**config.mk**
```make
export PLATFORM = sky130hd
export DESIGN_NAME = fetch_pipe_ctrl
export DESIGN_NICKNAME = d
export VERILOG_FILES = /design/src/rtl/fetch_pipe_ctrl.sv
export SDC_FILE = /design/constraint.sdc
export NUM_CORES = 1
export LEC_CHECK = 0
export CAP_MARGIN = 25
export CORE_MARGIN = 3
export CORE_UTILIZATION = 46
export CTS_BUF_LIST = sky130_fd_sc_hd__clkbuf_4
export CTS_CLUSTER_DIAMETER = 150
export DETAILED_ROUTE_END_ITERATION = 8
export GPL_TIMING_DRIVEN = 0
export MAX_ROUTING_LAYER = met4
export PLACE_DENSITY = 0.95
export SYNTH_ARGS = -nofsm -noshare
export SYNTH_HDL_FRONTEND = slang
export SYNTH_SLANG_ARGS = --single-unit
```
**constraint.sdc**
```tcl
create_clock -name clk -period 4.75 [get_ports clk]
set_input_delay 0.475 -clock clk [delete_from_list [all_inputs] [get_ports clk]]
set_output_delay 0.475 -clock clk [all_outputs]
set_load 0.03 [all_outputs]
```
**src/rtl/fetch_pipe_ctrl.sv**
```systemverilog
`default_nettype none
// ============================================================================
// Module   : fetch_pipe_ctrl
// Brief    : PC, IF/ID register and ID/EXE control half driven by hazard unit.
//            Optional perf counters enabled by FETCH_PERF_CNT_EN.
// Revision : 1.0
// ============================================================================
module fetch_pipe_ctrl #(
  parameter logic [31:0] RESET_PC  = 32'h0000_0000,
  parameter int          CTRL_W    = 16,
  parameter logic [31:0] NOP_INSTR = 32'h0000_0000
) (
  input  logic              clk,
  input  logic              reset,
  input  logic              PC_Write,
  input  logic              IF_ID_Write,
  input  logic              Stall,
  input  logic              PC_Src,
  input  logic [31:0]       Branch_Target,
  input  logic              Jump,
  input  logic              JmpandLink,
  input  logic [31:0]       Jump_Target,
  input  logic              isJr,
  input  logic [31:0]       Jr_Target,
  input  logic [31:0]       Instr_In,
  input  logic [CTRL_W-1:0] ID_Ctrl_In,
`ifdef FETCH_PERF_CNT_EN
  output logic [31:0]       stall_count,
  output logic [31:0]       flush_count,
`endif
  output logic [31:0]       PC,
  output logic [31:0]       IF_ID_Instr,
  output logic [31:0]       IF_ID_PCPlus4,
  output logic              IF_ID_Valid,
  output logic [CTRL_W-1:0] ID_EXE_Ctrl,
  output logic              ID_EXE_Valid
);

  logic [31:0]       r_pc;
  logic [31:0]       r_if_instr;
  logic [31:0]       r_if_pc4;
  logic              r_if_valid;
  logic [CTRL_W-1:0] r_ex_ctrl;
  logic              r_ex_valid;

  logic [31:0] w_pc_plus4;
  logic [31:0] w_next_pc;
  logic        w_redirect;
  logic        w_flush;

  assign w_pc_plus4 = r_pc + 32'd4;
  assign w_redirect = PC_Src | Jump | JmpandLink | isJr;
  // A redirect only squashes the fetched slot when the PC actually moves.
  assign w_flush    = w_redirect & PC_Write;

  always_comb begin
    w_next_pc = w_pc_plus4;
    if (PC_Src)                  w_next_pc = Branch_Target;
    else if (Jump | JmpandLink)  w_next_pc = Jump_Target;
    else if (isJr)               w_next_pc = Jr_Target;
  end

  always_ff @(posedge clk) begin
    if (reset) begin
      r_pc       <= RESET_PC;
      r_if_instr <= NOP_INSTR;
      r_if_pc4   <= 32'd0;
      r_if_valid <= 1'b0;
      r_ex_ctrl  <= '0;
      r_ex_valid <= 1'b0;
    end else begin
      if (PC_Write) r_pc <= w_next_pc;

      if (w_flush) begin
        r_if_instr <= NOP_INSTR;
        r_if_pc4   <= 32'd0;
        r_if_valid <= 1'b0;
      end else if (IF_ID_Write) begin
        r_if_instr <= Instr_In;
        r_if_pc4   <= w_pc_plus4;
        r_if_valid <= 1'b1;
      end

      if (Stall) begin
        r_ex_ctrl  <= '0;
        r_ex_valid <= 1'b0;
      end else begin
        r_ex_ctrl  <= ID_Ctrl_In;
        r_ex_valid <= r_if_valid;
      end
    end
  end

  assign PC            = r_pc;
  assign IF_ID_Instr   = r_if_instr;
  assign IF_ID_PCPlus4 = r_if_pc4;
  assign IF_ID_Valid   = r_if_valid;
  assign ID_EXE_Ctrl   = r_ex_ctrl;
  assign ID_EXE_Valid  = r_ex_valid;

`ifdef FETCH_PERF_CNT_EN
  logic [31:0] r_stall_cnt;
  logic [31:0] r_flush_cnt;

  always_ff @(posedge clk) begin
    if (reset) begin
      r_stall_cnt <= 32'd0;
      r_flush_cnt <= 32'd0;
    end else begin
      if (Stall && !PC_Write && (r_stall_cnt != 32'hFFFF_FFFF))
        r_stall_cnt <= r_stall_cnt + 32'd1;
      if (w_flush && (r_flush_cnt != 32'hFFFF_FFFF))
        r_flush_cnt <= r_flush_cnt + 32'd1;
    end
  end

  assign stall_count = r_stall_cnt;
  assign flush_count = r_flush_cnt;
`endif

endmodule
`default_nettype wire

```
==> metrics.txt <==
result of the run completed; Final Skew 0.0194 ns; startpoint type of the worst setup path register; startpoint of the most critical register-to-register path PC[2]; number of synthesized flops with an enable pin 0; most numerous cell types in the synthesized netlist sky130_fd_sc_hd__dfxtp_1, sky130_fd_sc_hd__nor2_1, sky130_fd_sc_hd__nand2_1, sky130_fd_sc_hd__mux2i_1, sky130_fd_sc_hd__o21ai_0; number of vias after detailed routing 6464; insertion delay of the later-clocked pin in the worst-skew pair 0.56 ns; cell accounting for the most synthesized area sky130_fd_sc_hd__dfxtp_1; netlist area before placement 5540 µm²; initial antenna violation count 0; upper clock frequency limit 0.394 GHz; ys async rst share 0%; number of cell rows 39; Area contributors post-synth sky130_fd_sc_hd__dfxtp_1, sky130_fd_sc_hd__mux2i_1, sky130_fd_sc_hd__nor2_1, sky130_fd_sc_hd__nand2_1, sky130_fd_sc_hd__o21ai_0; number of global-route vias before repair 6267; Max Fanout on Critical Path 8; gate count after technology mapping 651; area enclosed by the die boundary 13400 µm²; die span in x 116 µm; pin count of the biggest net entering global routing 17; Buffers on Ports 264; dominant combinational cell family by area after synthesis simple AND/OR/NAND/NOR gates; drt via density 5.92; worst min path class in2reg; area share of fa/ha/maj cells after synthesis 0.226%; number of setup violations in the final report 0; post-synthesis to final-layout area growth 57.2%; number of gates resized after cts 0; data arrival at the endpoint of the critical path 2.95 ns; max-slew violations 0; fin crit share 53.5%; IO Pins 267; final setup TNS 0 ns; Setup CP Type reg2reg; cts bufs inserted 17; Total GRT Usage 33.5%; DP HPWL 17000 µm; unique cell type count in the Yosys netlist 60; synthesized-area fraction occupied by and/or/nand/nor cells 22.5%; wire length of the first global-routing pass 33200 µm; maximum vdd drop 0.210 mV; clock-pin transition on the worst setup and hold timing paths 0.11 ns; maximum clock insertion buffer count 2; number of maximum-capacitance constraint violations 0; Synth Area in XOR/XNOR 4.11%; hold path startpoint IF_ID_Write; power density normalized to cell area 288 nW/µm²; data required time of the critical path 5.16 ns; number of register bits inferred by synthesis 114; core area 11600 µm²; share of synthesized area spent on multiplexers 7.04%; overall die height 116 µm; sequential share of the synthesized area 41.2%; unrepaired setup endpoints after global routing false; TritonCTS Sinks 114; fraction of layout instances using a drive strength above 1 6.65%; gpl congestion 1.02; hold violation total from the final report 0; Placement Cell Area 8360 µm²; WL/cell 20.4 µm; leakage power total 3.24 nW; slew of the pin with the lowest slew margin 0.810 ns; Final Cell Area 8710 µm²; synthesized area divided by synthesized cell count 8.51 µm²; Syn. warnings 0; Clock H-tree levels 4; Max-slew headroom 46.0%; gr ovfl total 0; compound-gate portion of the synthesized area 20.5%; number of buffers added for setup after CTS 0; beginning of the critical path PC[2]; hold buffer count at CTS 0; time the final worst path needs with I/O delays and setup 2.54 ns; Pre-antenna DRT Iters 8; net count after synthesis 805; antenna violation net count after detailed routing 0; Starting Density 47.7%; root buffer selected by CTS sky130_fd_sc_hd__clkbuf_4; total routed wirelength 22200 µm; type of element capturing the critical path register; DRC violation count after routing 0; final layout net count 1088; number of DRC violations after detailed-routing iteration 0 896; prevailing post-synth register cell sky130_fd_sc_hd__dfxtp_1; area share of the largest cell type after synthesis 41.2%; most used standard cell by instance count after synthesis sky130_fd_sc_hd__dfxtp_1; clock tree from TritonCTS yes
[per-stage QoR]
stage / total power (W) / utilization, % / setup slack [ns] / std cells / hold WS [ns]
2_1_floorplan: 0.00134 / - / 2.77 / 651 / 0.449
3_3_place_gp: 0.00163 / 72.0 / 2.02 / 1058 / 0.461
3_5_place_dp: 0.00164 / 72.0 / 2.00 / 1058 / 0.474
4_1_cts: 0.00250 / 75.0 / 2.34 / 1090 / 0.347
5_1_grt: 0.00260 / 75.0 / 2.15 / 1090 / 0.371
6_report: 0.00251 / 75.0 / 2.21 / 1091 / 0.371
[logic make-up after synthesis]
group,count (synthesis)
and+or+nand+nor,247
AOI/OAI and AO/OA,165
DFF,114
buffers and inverters,59
muxes,39
xor gates and xnor gates,26
adders and majority gates,1
[report_power, final]
part / leakage, nW / internal, W / switching [W] / total [W]
Sequential: 0.935 / 0.00100 / 0.0000497 / 0.00105
Clock: 0.182 / 0.000475 / 0.000405 / 0.000880
Combinational: 2.13 / 0.000275 / 0.000301 / 0.000576
[routing by layer]
metal | global-route usage, % | part of all wire (%) | up-vias
li1 | - | - | 2919
met1 | 40.2 | 37 | 2974
met2 | 51.7 | 47 | 493
met3 | 10.5 | 12 | 78
met4 | 14.8 | 3.8 | 0
met5 | - | 0 | -
[final cells by class]
cell class	count	area [µm²]
multi-input combinational	478	3010
fill	831	2900
timing repair buffer	264	2640
sequential	114	2280
buffer	51	219
clock inverter	14	211
tap	143	179
clock buffer	18	135
inverter	8	30.0
antenna	1	2.50
[sequential cells by signal (all words and copies together), names as in the netlist]
register       cells
IF_ID_Instr       32
IF_ID_PCPlus4     32
PC                32
ID_EXE_Ctrl       16
ID_EXE_Valid       1
IF_ID_Valid        1
[worst paths after layout]
kind | endpoint | slack, ns | depth (start not counted)
max | PC[26] | 2.21 | 6
max reg2reg | PC[26] | 2.21 | 6
min reg2reg | IF_ID_PCPlus4[23] | 0.48 | 2
min | IF_ID_PCPlus4[9] | 0.37 | 3
[layout by cell type (no fill, tap or decap), types with 5 or more instances in the layout]
master / netlist / layout
sky130_fd_sc_hd__inv_1: 7 / 7
sky130_fd_sc_hd__buf_2: 10 / 10
sky130_fd_sc_hd__and3_1: 6 / 6
sky130_fd_sc_hd__dfxtp_1: 114 / 114
sky130_fd_sc_hd__a211oi_1: 22 / 22
sky130_fd_sc_hd__xor2_1: 13 / 13
sky130_fd_sc_hd__a21oi_1: 32 / 32
sky130_fd_sc_hd__nand2_1: 51 / 51
sky130_fd_sc_hd__nand4_1: 6 / 6
sky130_fd_sc_hd__a31oi_1: 7 / 7
sky130_fd_sc_hd__clkdlybuf4s50_1: 0 / 264
sky130_fd_sc_hd__o22ai_1: 9 / 9
sky130_fd_sc_hd__bufinv_16: 0 / 5
sky130_fd_sc_hd__a221oi_1: 5 / 5
sky130_fd_sc_hd__nand3_1: 26 / 26
sky130_fd_sc_hd__o211ai_1: 9 / 9
sky130_fd_sc_hd__nor2b_1: 10 / 10
sky130_fd_sc_hd__xnor2_1: 13 / 13
sky130_fd_sc_hd__clkbuf_4: 0 / 18
sky130_fd_sc_hd__clkbuf_1: 33 / 33
sky130_fd_sc_hd__o21a_1: 8 / 8
sky130_fd_sc_hd__nor2_1: 83 / 83
sky130_fd_sc_hd__and2_1: 21 / 21
sky130_fd_sc_hd__and4_1: 7 / 7
sky130_fd_sc_hd__nor3_1: 10 / 10
sky130_fd_sc_hd__nand2b_1: 11 / 11
sky130_fd_sc_hd__mux2i_1: 39 / 39
sky130_fd_sc_hd__o21ai_0: 34 / 34
[worst max-delay path: stages, from the launching register on]
cell and delay (ns):
sky130_fd_sc_hd__dfxtp_1 0.55, sky130_fd_sc_hd__ha_1 0.26, sky130_fd_sc_hd__nand3_1 0.35, sky130_fd_sc_hd__nor3_1 0.56
sky130_fd_sc_hd__nand3_1 0.20, sky130_fd_sc_hd__xor2_1 0.34, sky130_fd_sc_hd__a211oi_1 0.13
(Power assumes the default switching activity.)
